### src/rtl/pulsed_dds_pkg.sv
// Shared types, pipeline depth and the sine amplitude rule for the pulsed DDS source.
package pulsed_dds_pkg;

  typedef enum logic {IDLE = 1'b0, RUN = 1'b1} state_t;

  localparam int PIPE_LAT = 2;

  // round((2^(dw-1)-1) * sin(2*pi*k / 2^addr_bits)), rounding half away from zero
  function automatic int lut_amp(input int k, input int addr_bits, input int dw);
    real amp;
    real v;
    amp = real'((1 << (dw - 1)) - 1);
    v = amp * $sin(2.0 * 3.14159265358979323846 * real'(k) / real'(1 << addr_bits));
    if (v >= 0.0) return $rtoi(v + 0.5);
    return -$rtoi(0.5 - v);
  endfunction

endpackage

### src/rtl/sine_lut_rom.sv
// Full-cycle sine table with a registered read port (1-cycle latency).
module sine_lut_rom
  import pulsed_dds_pkg::*;
#(
  parameter int LUT_ADDR_BITS = 8,
  parameter int DW            = 16
) (
  input  logic                     clk,
  input  logic [LUT_ADDR_BITS-1:0] addr_i,
  output logic signed [DW-1:0]     sample_o
);

  localparam int DEPTH = 1 << LUT_ADDR_BITS;

  logic signed [DW-1:0] rom [DEPTH];

  for (genvar k = 0; k < DEPTH; k++) begin : g_rom
    localparam int AMP = lut_amp(k, LUT_ADDR_BITS, DW);
    assign rom[k] = AMP[DW-1:0];
  end

  always_ff @(posedge clk) begin
    sample_o <= rom[addr_i];
  end

endmodule

### src/rtl/pulsed_dds_gen.sv
// Gated DDS sine-burst generator: one sample per SAMP_DIV clocks, outputs land PIPE_LAT cycles
// after the internal strobe. Pulse width/interval and tuning word apply only at period starts.
module pulsed_dds_gen
  import pulsed_dds_pkg::*;
#(
  parameter int CLK_FREQ      = 100_000_000,
  parameter int SAMP_DIV      = 100,
  parameter int PHASE_W       = 24,
  parameter int LUT_ADDR_BITS = 8,
  parameter int DW            = 16,
  parameter int TIME_W        = 20
) (
  input  logic                 clk,
  input  logic                 rst,
  input  logic                 en_i,
  input  logic                 cfg_load_i,
  input  logic [PHASE_W-1:0]   ftw_i,
  input  logic [TIME_W-1:0]    pw_i,
  input  logic [TIME_W-1:0]    pri_i,
  output logic signed [DW-1:0] data_o,
  output logic                 valid_o,
  output logic                 gate_o,
  output logic                 pulse_start_o,
  output logic                 cfg_pending_o
);

  localparam int DIV_W = $clog2(SAMP_DIV);
  localparam logic [DIV_W-1:0] DIV_LAST = DIV_W'(SAMP_DIV - 1);

  // Strobe spacing must exceed the pipeline depth so valid_o stays a single-cycle pulse.
  if (SAMP_DIV < 2 * PIPE_LAT || CLK_FREQ < SAMP_DIV) begin : g_param_check
    $error("pulsed_dds_gen: SAMP_DIV must be >= 4 and no larger than CLK_FREQ");
  end

  state_t               state;
  logic [DIV_W-1:0]     div;
  logic [TIME_W-1:0]    idx, pw_sh, pri_sh, pw_act, pri_act;
  logic [PHASE_W-1:0]   phase, ftw_sh, ftw_act;
  logic                 s1_vld, s1_gate, s1_start;
  logic signed [DW-1:0] lut_q;

  logic                 strobe, wrap;
  logic [PHASE_W-1:0]   ftw_src, ftw_eff, phase_eff, phase_nxt;
  logic [TIME_W-1:0]    pw_src, pri_src, pw_eff, pri_eff, idx_nxt;
  logic [TIME_W:0]      idx_p1;
  logic                 gate, start;

  always_comb begin
    strobe    = (state == RUN) && en_i && (div == DIV_LAST);
    wrap      = strobe && (idx == '0);
    // A load landing on a period start bypasses the shadow registers.
    ftw_src   = cfg_load_i ? ftw_i : ftw_sh;
    pw_src    = cfg_load_i ? pw_i  : pw_sh;
    pri_src   = cfg_load_i ? pri_i : pri_sh;
    ftw_eff   = wrap ? ftw_src : ftw_act;
    pw_eff    = wrap ? pw_src  : pw_act;
    pri_eff   = wrap ? pri_src : pri_act;
    gate      = (pri_eff != '0) && (idx < pw_eff);
    start     = (pri_eff != '0) && (idx == '0);
    phase_eff = (idx == '0) ? '0 : phase;
    phase_nxt = gate ? phase_eff + ftw_eff : phase_eff;
    idx_p1    = {1'b0, idx} + {{TIME_W{1'b0}}, 1'b1};
    idx_nxt   = (idx_p1 >= {1'b0, pri_eff}) ? '0 : idx_p1[TIME_W-1:0];
  end

  sine_lut_rom #(
    .LUT_ADDR_BITS(LUT_ADDR_BITS),
    .DW           (DW)
  ) u_rom (
    .clk     (clk),
    .addr_i  (phase_eff[PHASE_W-1 -: LUT_ADDR_BITS]),
    .sample_o(lut_q)
  );

  always_ff @(posedge clk) begin
    if (rst) begin
      state         <= IDLE;
      div           <= '0;
      idx           <= '0;
      phase         <= '0;
      ftw_sh        <= '0;
      pw_sh         <= '0;
      pri_sh        <= '0;
      ftw_act       <= '0;
      pw_act        <= '0;
      pri_act       <= '0;
      cfg_pending_o <= 1'b0;
      s1_vld        <= 1'b0;
      s1_gate       <= 1'b0;
      s1_start      <= 1'b0;
      valid_o       <= 1'b0;
      gate_o        <= 1'b0;
      pulse_start_o <= 1'b0;
      data_o        <= '0;
    end else begin
      if (cfg_load_i) begin
        ftw_sh        <= ftw_i;
        pw_sh         <= pw_i;
        pri_sh        <= pri_i;
        cfg_pending_o <= 1'b1;
      end
      s1_vld        <= strobe;
      s1_gate       <= gate;
      s1_start      <= start;
      // Dropping en_i flushes whatever is still in flight.
      valid_o       <= s1_vld & en_i;
      gate_o        <= s1_vld & s1_gate & en_i;
      pulse_start_o <= s1_vld & s1_start & en_i;
      data_o        <= (s1_vld && s1_gate && en_i) ? lut_q : '0;
      case (state)
        IDLE: begin
          if (en_i) begin
            state         <= RUN;
            div           <= '0;
            idx           <= '0;
            phase         <= '0;
            ftw_act       <= ftw_src;
            pw_act        <= pw_src;
            pri_act       <= pri_src;
            cfg_pending_o <= 1'b0;
          end
        end
        RUN: begin
          if (!en_i) begin
            state <= IDLE;
          end else begin
            div <= strobe ? '0 : div + DIV_W'(1);
            if (strobe) begin
              idx   <= idx_nxt;
              phase <= phase_nxt;
            end
            if (wrap) begin
              ftw_act       <= ftw_eff;
              pw_act        <= pw_eff;
              pri_act       <= pri_eff;
              cfg_pending_o <= 1'b0;
            end
          end
        end
        default: state <= IDLE;
      endcase
    end
  end

endmodule
### config.mk
export PLATFORM = sky130hd
export DESIGN_NAME = pulsed_dds_gen
export DESIGN_NICKNAME = d
export VERILOG_FILES = /design/src/rtl/pulsed_dds_pkg.sv /design/src/rtl/sine_lut_rom.sv /design/src/rtl/pulsed_dds_gen.sv
export SDC_FILE = /design/constraint.sdc
export NUM_CORES = 1
export LEC_CHECK = 0
export BUFFER_PORTS_ARGS = -buffer_cell sky130_fd_sc_hd__buf_2
export CAP_MARGIN = 25
export CORE_MARGIN = 5
export CORE_UTILIZATION = 35
export DETAILED_ROUTE_END_ITERATION = 6
export MAX_ROUTING_LAYER = met4
export SLEW_MARGIN = 20
export SYNTH_ARGS = -nofsm -noshare
export SYNTH_HDL_FRONTEND = slang
export SYNTH_SLANG_ARGS = --single-unit
### constraint.sdc
create_clock -name clk -period 5.1 [get_ports clk]
set_input_delay 0 -clock clk [delete_from_list [all_inputs] [get_ports clk]]
set_output_delay 0 -clock clk [all_outputs]
set_load 0.01 [all_outputs]
==> impl_metrics.yaml, run 1 <==
status:
  status: "finished clean"
global_route:
  grt_usage_pct: 24.48
  grt-ovfl-total: 0
  antenna_found_initial: 0
  grt_max_degree: 86
  grt_pass1_wl_um: 90930
  grt_pass1_vias: 15660
power:
  switching_share_pct: 25.81
  seq_power_share_pct: 45.8
  powerDensity_mw_per_mm2: 221.3
  p_leak_uw: 0.007583
  pwr-share-clk_pct: 43.7
  comb_power_share_pct: 10.4
  intPower_uw: 2956
  power.total_uw: 3985
  p_switching_uw: 1028
  peakVddDrop_v: 0.0002510
finish:
  diodes: 0
  fillerInstances: 4341
  post-route-util_pct: 42.08
  nets: 2318
  layout-drive-gt1-share_pct: 12.45
  syn2layout_area_growth_pct: 19.79
timing:
  tightestPinTransition_ns: 0.9084
  hold_viol: 0
  slew_viol_final: 0
  skew_ns: 0.02506
  clock.fmax_mhz: 202.3
  fin_crit_ns: 4.944
  slew_headroom_pct: 39.22
  setup_viol_count_final: 0
  timing.final.crit_share_pct: 96.94
routing:
  drc_errors: 0
  vias: 16180
  ant_nets: 0
  dr.first_iter.drc_count: 1697
  postRouteWirelength_um: 58190
  via_per_inst: 5.908
  wire_per_inst_um: 21.25
  firstDrtPassIters: 6
min_path:
  hold_end: "ftw_sh[5]"
  holdPathStages: 4
  min_from: "ftw_i[5]"
  hold_path.class: "input port to register"
clocking:
  htreeDepth: 1
  insertion_delay_ns: 0.55
  numCtsBuffers: 25
  cts.sinks: 219
  cts_tree: "built"
  cts_buffer_depth: 3
  root_buffer: "clkbuf_16"
  path_clk_slew_ns: 0.06
floorplanning:
  core-area_mm2: 0.04279
  die_h_um: 217.2
  boundaryPins: 88
  fp.dieW_um: 217.2
  start_util_pct: 35.13
  dieArea_mm2: 0.04719
  placementRows: 76
setup_path:
  r2r_slack_ns: 0.16
  path_common_cell: "buf_4"
  rr_startpoint: "div[1]"
  critPathBufInv: 13
  crit_path_top_delay_cell: "or4_4"
  arrival_ns: 5.38
  rr_endpoint: "phase[7]"
  critPathMaxStageDelay_ns: 0.52
  crit_fanout: 5
  rr_worst_depth: 28
  worst-setup-path-type: "register to register"
  critical_path.top_delay_family: "compound AO/OA/AOI/OAI gates"
  critPathLaunchType: "register"
  worst_setup_path_end_kind: "register"
  crit_required_ns: 5.54
placed_design:
  dp_hpwl_um: 40740
  port_buffers: 87
  gp_congestion: 1.057
logic_synthesis:
  synth_area_mm2: 0.01503
  syn_area_per_cell_um2: 7.354
  seq_area_frac_synth_pct: 29.17
  syn_nets: 2188
  netlist_instances: 2044
  synthArstFlopShare_pct: 0
  ys_warn_count: 0
  synth-edff-count: 0
  synthFlopType: "dfxtp_1"
  synth_seq_cells: 219
  ys_types: 81
run:
  drv_cap: 0
power groups by stage:
stage	logic [uW]	registers (uW)	clock network (uW)
global route	466	1840	1860
CTS	414	1830	1780
finish	416	1830	1740
detailed placement	360	1860	0
global placement	353	1860	0
floorplan	256	1850	0
Yosys cell counts, drive strengths merged, types with 13 or more instances:
library cell | n | share of area [%]
mux2i | 74 | 5.0
a211oi | 95 | 4.7
nor3 | 48 | 1.6
nand4 | 16 | 0.67
a31oi | 30 | 1.3
nor4 | 20 | 0.83
o211ai | 22 | 1.1
nand3 | 34 | 1.1
a21oi | 180 | 6.0
ha | 75 | 6.2
nand2b | 24 | 1.0
a221oi | 17 | 0.99
a21o | 35 | 1.7
inv | 43 | 1.1
o21ai | 182 | 6.2
xnor2 | 26 | 1.5
clkbuf | 141 | 3.5
buf | 33 | 1.0
dfxtp | 219 | 29
and3 | 37 | 1.5
o22ai | 13 | 0.54
xor2 | 22 | 1.3
nand2 | 196 | 4.9
nor2 | 296 | 7.4
sequential cells by signal (all words and copies together), names as in the netlist:
signal and count:
gate_o 1, pw_sh 20, div 7, pri_act 20, pulse_start_o 1, pw_act 20, phase 24, cfg_pending_o 1
s1_gate 1, idx 20, pri_sh 20, ftw_sh 24, ftw_act 24, valid_o 1, u_rom.sample_o 16, data_o 16
s1_start 1, state 1, s1_vld 1
worst max path at each step:
stage / endpoint / depth (start not counted) / from
floorplan: phase[23] / 25 / idx[0]
global placement: phase[23] / 21 / div[0]
detailed placement: phase[23] / 21 / div[0]
CTS: phase[23] / 21 / div[0]
global route: phase[7] / 28 / div[1]
finish: phase[7] / 28 / div[1]
layout make-up:
class                   instances  area (um2)  area share [%]
multi-input cells            1607        9862           54.77
clock inverters                11       85.08          0.4725
repair buffers                277        2112           11.73
inverters                      44       165.2          0.9173
clock buffers                  34       709.4           3.940
flip-flops and latches        219        4388           24.37
well taps                     546       683.2           3.794
worst register-to-register path: cells and delay by family, from the launching register on:
kind,cells,cell delay (ns)
and+or+nand+nor,4,1.04
DFF,1,0.36
xor gates and xnor gates,1,0.12
AOI/OAI and AO/OA,7,1.30
adders and majority gates,3,0.86
buffers and inverters,13,1.17
through the flow:
stage	cell area, um2	setup WS [ns]	hold slack [ns]	TNS, ns	std cells
detailed placement	16200	0.009841	0.2908	0	2594
global route	18000	-0.005340	0.2968	-0.009538	2738
floorplan	15030	0.09377	0.1674	0	2044
CTS	17950	0.1079	0.2430	0	2737
finish	18000	0.1560	0.2667	0	2738
global placement	16200	0.04909	0.2862	0	2594
kinds of logic after synthesis:
kind of cell,after synthesis,synth area share (%)
AND/OR/NAND/NOR,718,21.28
AO/OA/AOI/OAI,684,29.14
flip-flops,219,29.17
buffers and inverters,218,5.669
adder cells (fa/ha/maj),81,6.709
multiplexers,76,5.236
XOR/XNOR,48,2.797
layout by cell type (no fill, tap or decap), types with 10 or more instances in the layout:
master | synthesis | routed
a21oi_1 | 178 | 174
dfxtp_1 | 219 | 216
nand3_1 | 34 | 34
o21ai_0 | 171 | 170
o22ai_1 | 13 | 13
and3_1 | 37 | 37
a211oi_1 | 95 | 95
xor2_1 | 22 | 22
nor4_1 | 20 | 19
ha_1 | 75 | 74
buf_4 | 1 | 102
o211ai_1 | 22 | 22
inv_1 | 43 | 43
nand4_1 | 16 | 16
a221oi_1 | 17 | 16
mux2i_1 | 73 | 73
and2_1 | 10 | 10
a31oi_1 | 29 | 29
nor3_1 | 48 | 47
dlygate4sd3_1 | 0 | 88
nor2_1 | 296 | 295
nand2_1 | 194 | 193
o311ai_0 | 10 | 10
a21o_1 | 35 | 35
clkbuf_16 | 0 | 25
xnor2_1 | 26 | 26
buf_2 | 6 | 85
o21a_1 | 11 | 11
nand2b_1 | 24 | 24
what timing repair did:
item / in CTS / in global routing
resized for setup: 2 / 11
pin swaps: 2 / 4
buffers inserted: 10 / 1
hold endpoints to repair: 134 / 0
hold buffers: 88 / 0
endpoints found under the setup margin: 1 / 22
per-layer routing:
metal  up-vias  track usage, %  part of all wire, %
li1       7687               -                    -
met1      7556           32.99                   44
met2       739           36.89                   43
met3       194           3.867                  8.0
met4         0           9.817                  4.9
met5         -               -                    0
No activity file was read; power rests on OpenSTA's default activity.
==> run 2, diff against run 1 <==
--- a/config.mk
+++ b/config.mk
@@ -11,6 +11,7 @@
 export CORE_UTILIZATION = 35
 export DETAILED_ROUTE_END_ITERATION = 6
 export MAX_ROUTING_LAYER = met4
+export PLACE_DENSITY = 0.65
 export SLEW_MARGIN = 20
 export SYNTH_ARGS = -nofsm -noshare
 export SYNTH_HDL_FRONTEND = slang
==> run 2 against run 1 <==
  * Combinational power is 1% higher
  * Non-clock buffer count fell by 17
  * Fmax is 1.1% higher
  * Cell count is 0.58% lower
  * Highest routed layer unchanged
  * Routed wire length is 0.22% higher
  * Die area unchanged
==> impl_metrics.yaml, run 2 (synthesis results as in run 1) <==
global_route:
  met1_usage_pct: 31.35
  antenna_found_initial: 1
  grt_pass1_wl_um: 90400
  grt_usage_pct: 24.38
  top_usage_layer: "met2"
  use_met2_pct: 37.60
  grt-ovfl-total: 0
  met3_usage_pct: 4.423
  grt_max_degree: 92
  grt_pass1_vias: 15630
setup_path:
  rr_worst_depth: 21
  crit_fanout: 5
  critPathLaunchType: "register"
  crit_required_ns: 5.50
  arrival_ns: 5.29
  r2r_slack_ns: 0.21
  worst-setup-path-type: "register to register"
  worst_setup_path_end_kind: "register"
clocking:
  insertion_delay_ns: 0.56
  cts_buffer_depth: 3
  cts.sinks: 219
  path_clk_slew_ns: 0.06
  numCtsBuffers: 24
  cts_tree: "built"
  htreeDepth: 1
  root_buffer: "clkbuf_16"
finish:
  layout-drive-gt1-share_pct: 11.73
  nets: 2300
  layout_common_cells: "nor2_1, dfxtp_1, nand2_1"
  top_regs: "ftw_act: 24 flops, ftw_sh: 24 flops, phase: 24 flops"
  syn2layout_area_growth_pct: 19.44
  finalNonFillerCells: 2722
  multi_input_area_mm2: 0.009878
  mostFrequentLayoutCell: "nor2_1"
  fillerInstances: 4335
  seqCellArea_mm2: 0.004392
  final_area_mm2: 0.01795
floorplanning:
  fp.dieW_um: 217.2
  core-area_mm2: 0.04279
  die_h_um: 217.2
  placementRows: 76
  dieArea_mm2: 0.04719
  boundaryPins: 88
  start_util_pct: 35.13
status:
  status: "finished clean"
routing:
  drc_errors: 0
  ant_nets: 0
  dr.first_iter.drc_count: 1570
  vias: 16290
  via_per_inst: 5.985
  postRouteWirelength_um: 58320
  wire_per_inst_um: 21.43
  firstDrtPassIters: 6
placed_design:
  port_buffers: 87
  dp_cells: 2583
  gp_congestion: 1.005
  placed_cell_area_mm2: 0.01614
  dp_hpwl_um: 39760
  post-place-ws_ns: -0.04216
power:
  peakVddDrop_v: 0.0002823
  p_leak_uw: 0.007504
  powerDensity_mw_per_mm2: 223.9
run:
  drv_cap: 0
timing:
  setup_viol_count_final: 0
  worst_slack_ns: 0.2106
  skew_ns: 0.02140
  rsz0062_at_grt: "false"
  holdWs_ns: 0.2755
  hold_viol: 0
  clock.fmax_mhz: 204.5
  slew_viol_final: 0
  slew_headroom_pct: 34.68
  fin_crit_ns: 4.889
  timing.final.crit_share_pct: 95.87
  setup_tns_ns: 0
  tightestPinTransition_ns: 0.9797
min_path:
  holdPathStages: 4
  hold_path.class: "input port to register"
## run 2: cell count changes in the layout (fill, tap and decap cells not counted), moves of 2 or more
cell	before	now
buf_12	2	4
clkinvlp_4	3	5
diode_2	0	2
dlygate4sd3_1	88	90
clkinv_2	5	2
buf_4	102	81
## run 2: through the flow
stage                     total power [uW]  util (%)
final                                 4019     41.95
after global routing                  4202     41.95
after global placement                2208     37.72
after floorplan                       2105         -
after detailed placement              2220     37.72
after CTS                             4057     41.78
## run 2: layout make-up
cell class | instances | share of cell area [%]
Clock buffer | 32 | 3.791
Timing Repair Buffer | 260 | 11.22
Antenna cell | 2 | 0.02788
Sequential cell | 219 | 24.46
Tap cell | 546 | 3.805
Multi-Input combinational cell | 1607 | 55.03
Clock inverter | 12 | 0.7457
Inverter | 44 | 0.9200
## run 2: worst paths after layout
path / from / end
hold / removal: ftw_i[19] / ftw_sh[19]
setup / recovery: div[0] / phase[23]
setup reg to reg: div[0] / phase[23]
hold reg to reg: phase[14] / phase[14]
## run 2: timing repair
item / 4_1_cts / 5_1_grt
pin swaps: 3 / 5
setup buffers: 1 / 2
endpoints found under the hold margin: 135 / 0
hold buffers: 90 / 0
setup endpoints to repair: 4 / 34
resized for setup: 4 / 13
## run 2: critical path: stages (launching register included)
cell       delay (ns)
dfxtp_2          0.35
ha_4             0.15
nand2_2          0.05
or4_4            0.52
or3_4            0.38
nand2_1          0.08
o21a_1           0.16
inv_1            0.06
ha_1             0.30
a21oi_2          0.15
inv_1            0.07
maj3_1           0.36
a221o_1          0.43
nor3_2           0.19
nor2_1           0.10
a21oi_2          0.16
o21a_1           0.15
o2111ai_1        0.14
a311oi_2         0.40
nor4_1           0.09
a311oi_1         0.31
o311ai_1         0.14
## run 2: metal layers
metal | vias to the layer above | share of wire (%)
li1 | 7628 | -
met1 | 7617 | 41
met2 | 842 | 44
met3 | 203 | 9.0
met4 | 0 | 5.1
met5 | - | 0
## run 2: power breakdown
part	internal, uW	switching (uW)	leakage, uW	total [uW]
sequential	1780	44.4	0.00179	1830
combinational	190	230	0.00533	420
clock	1000	767	0.000383	1770
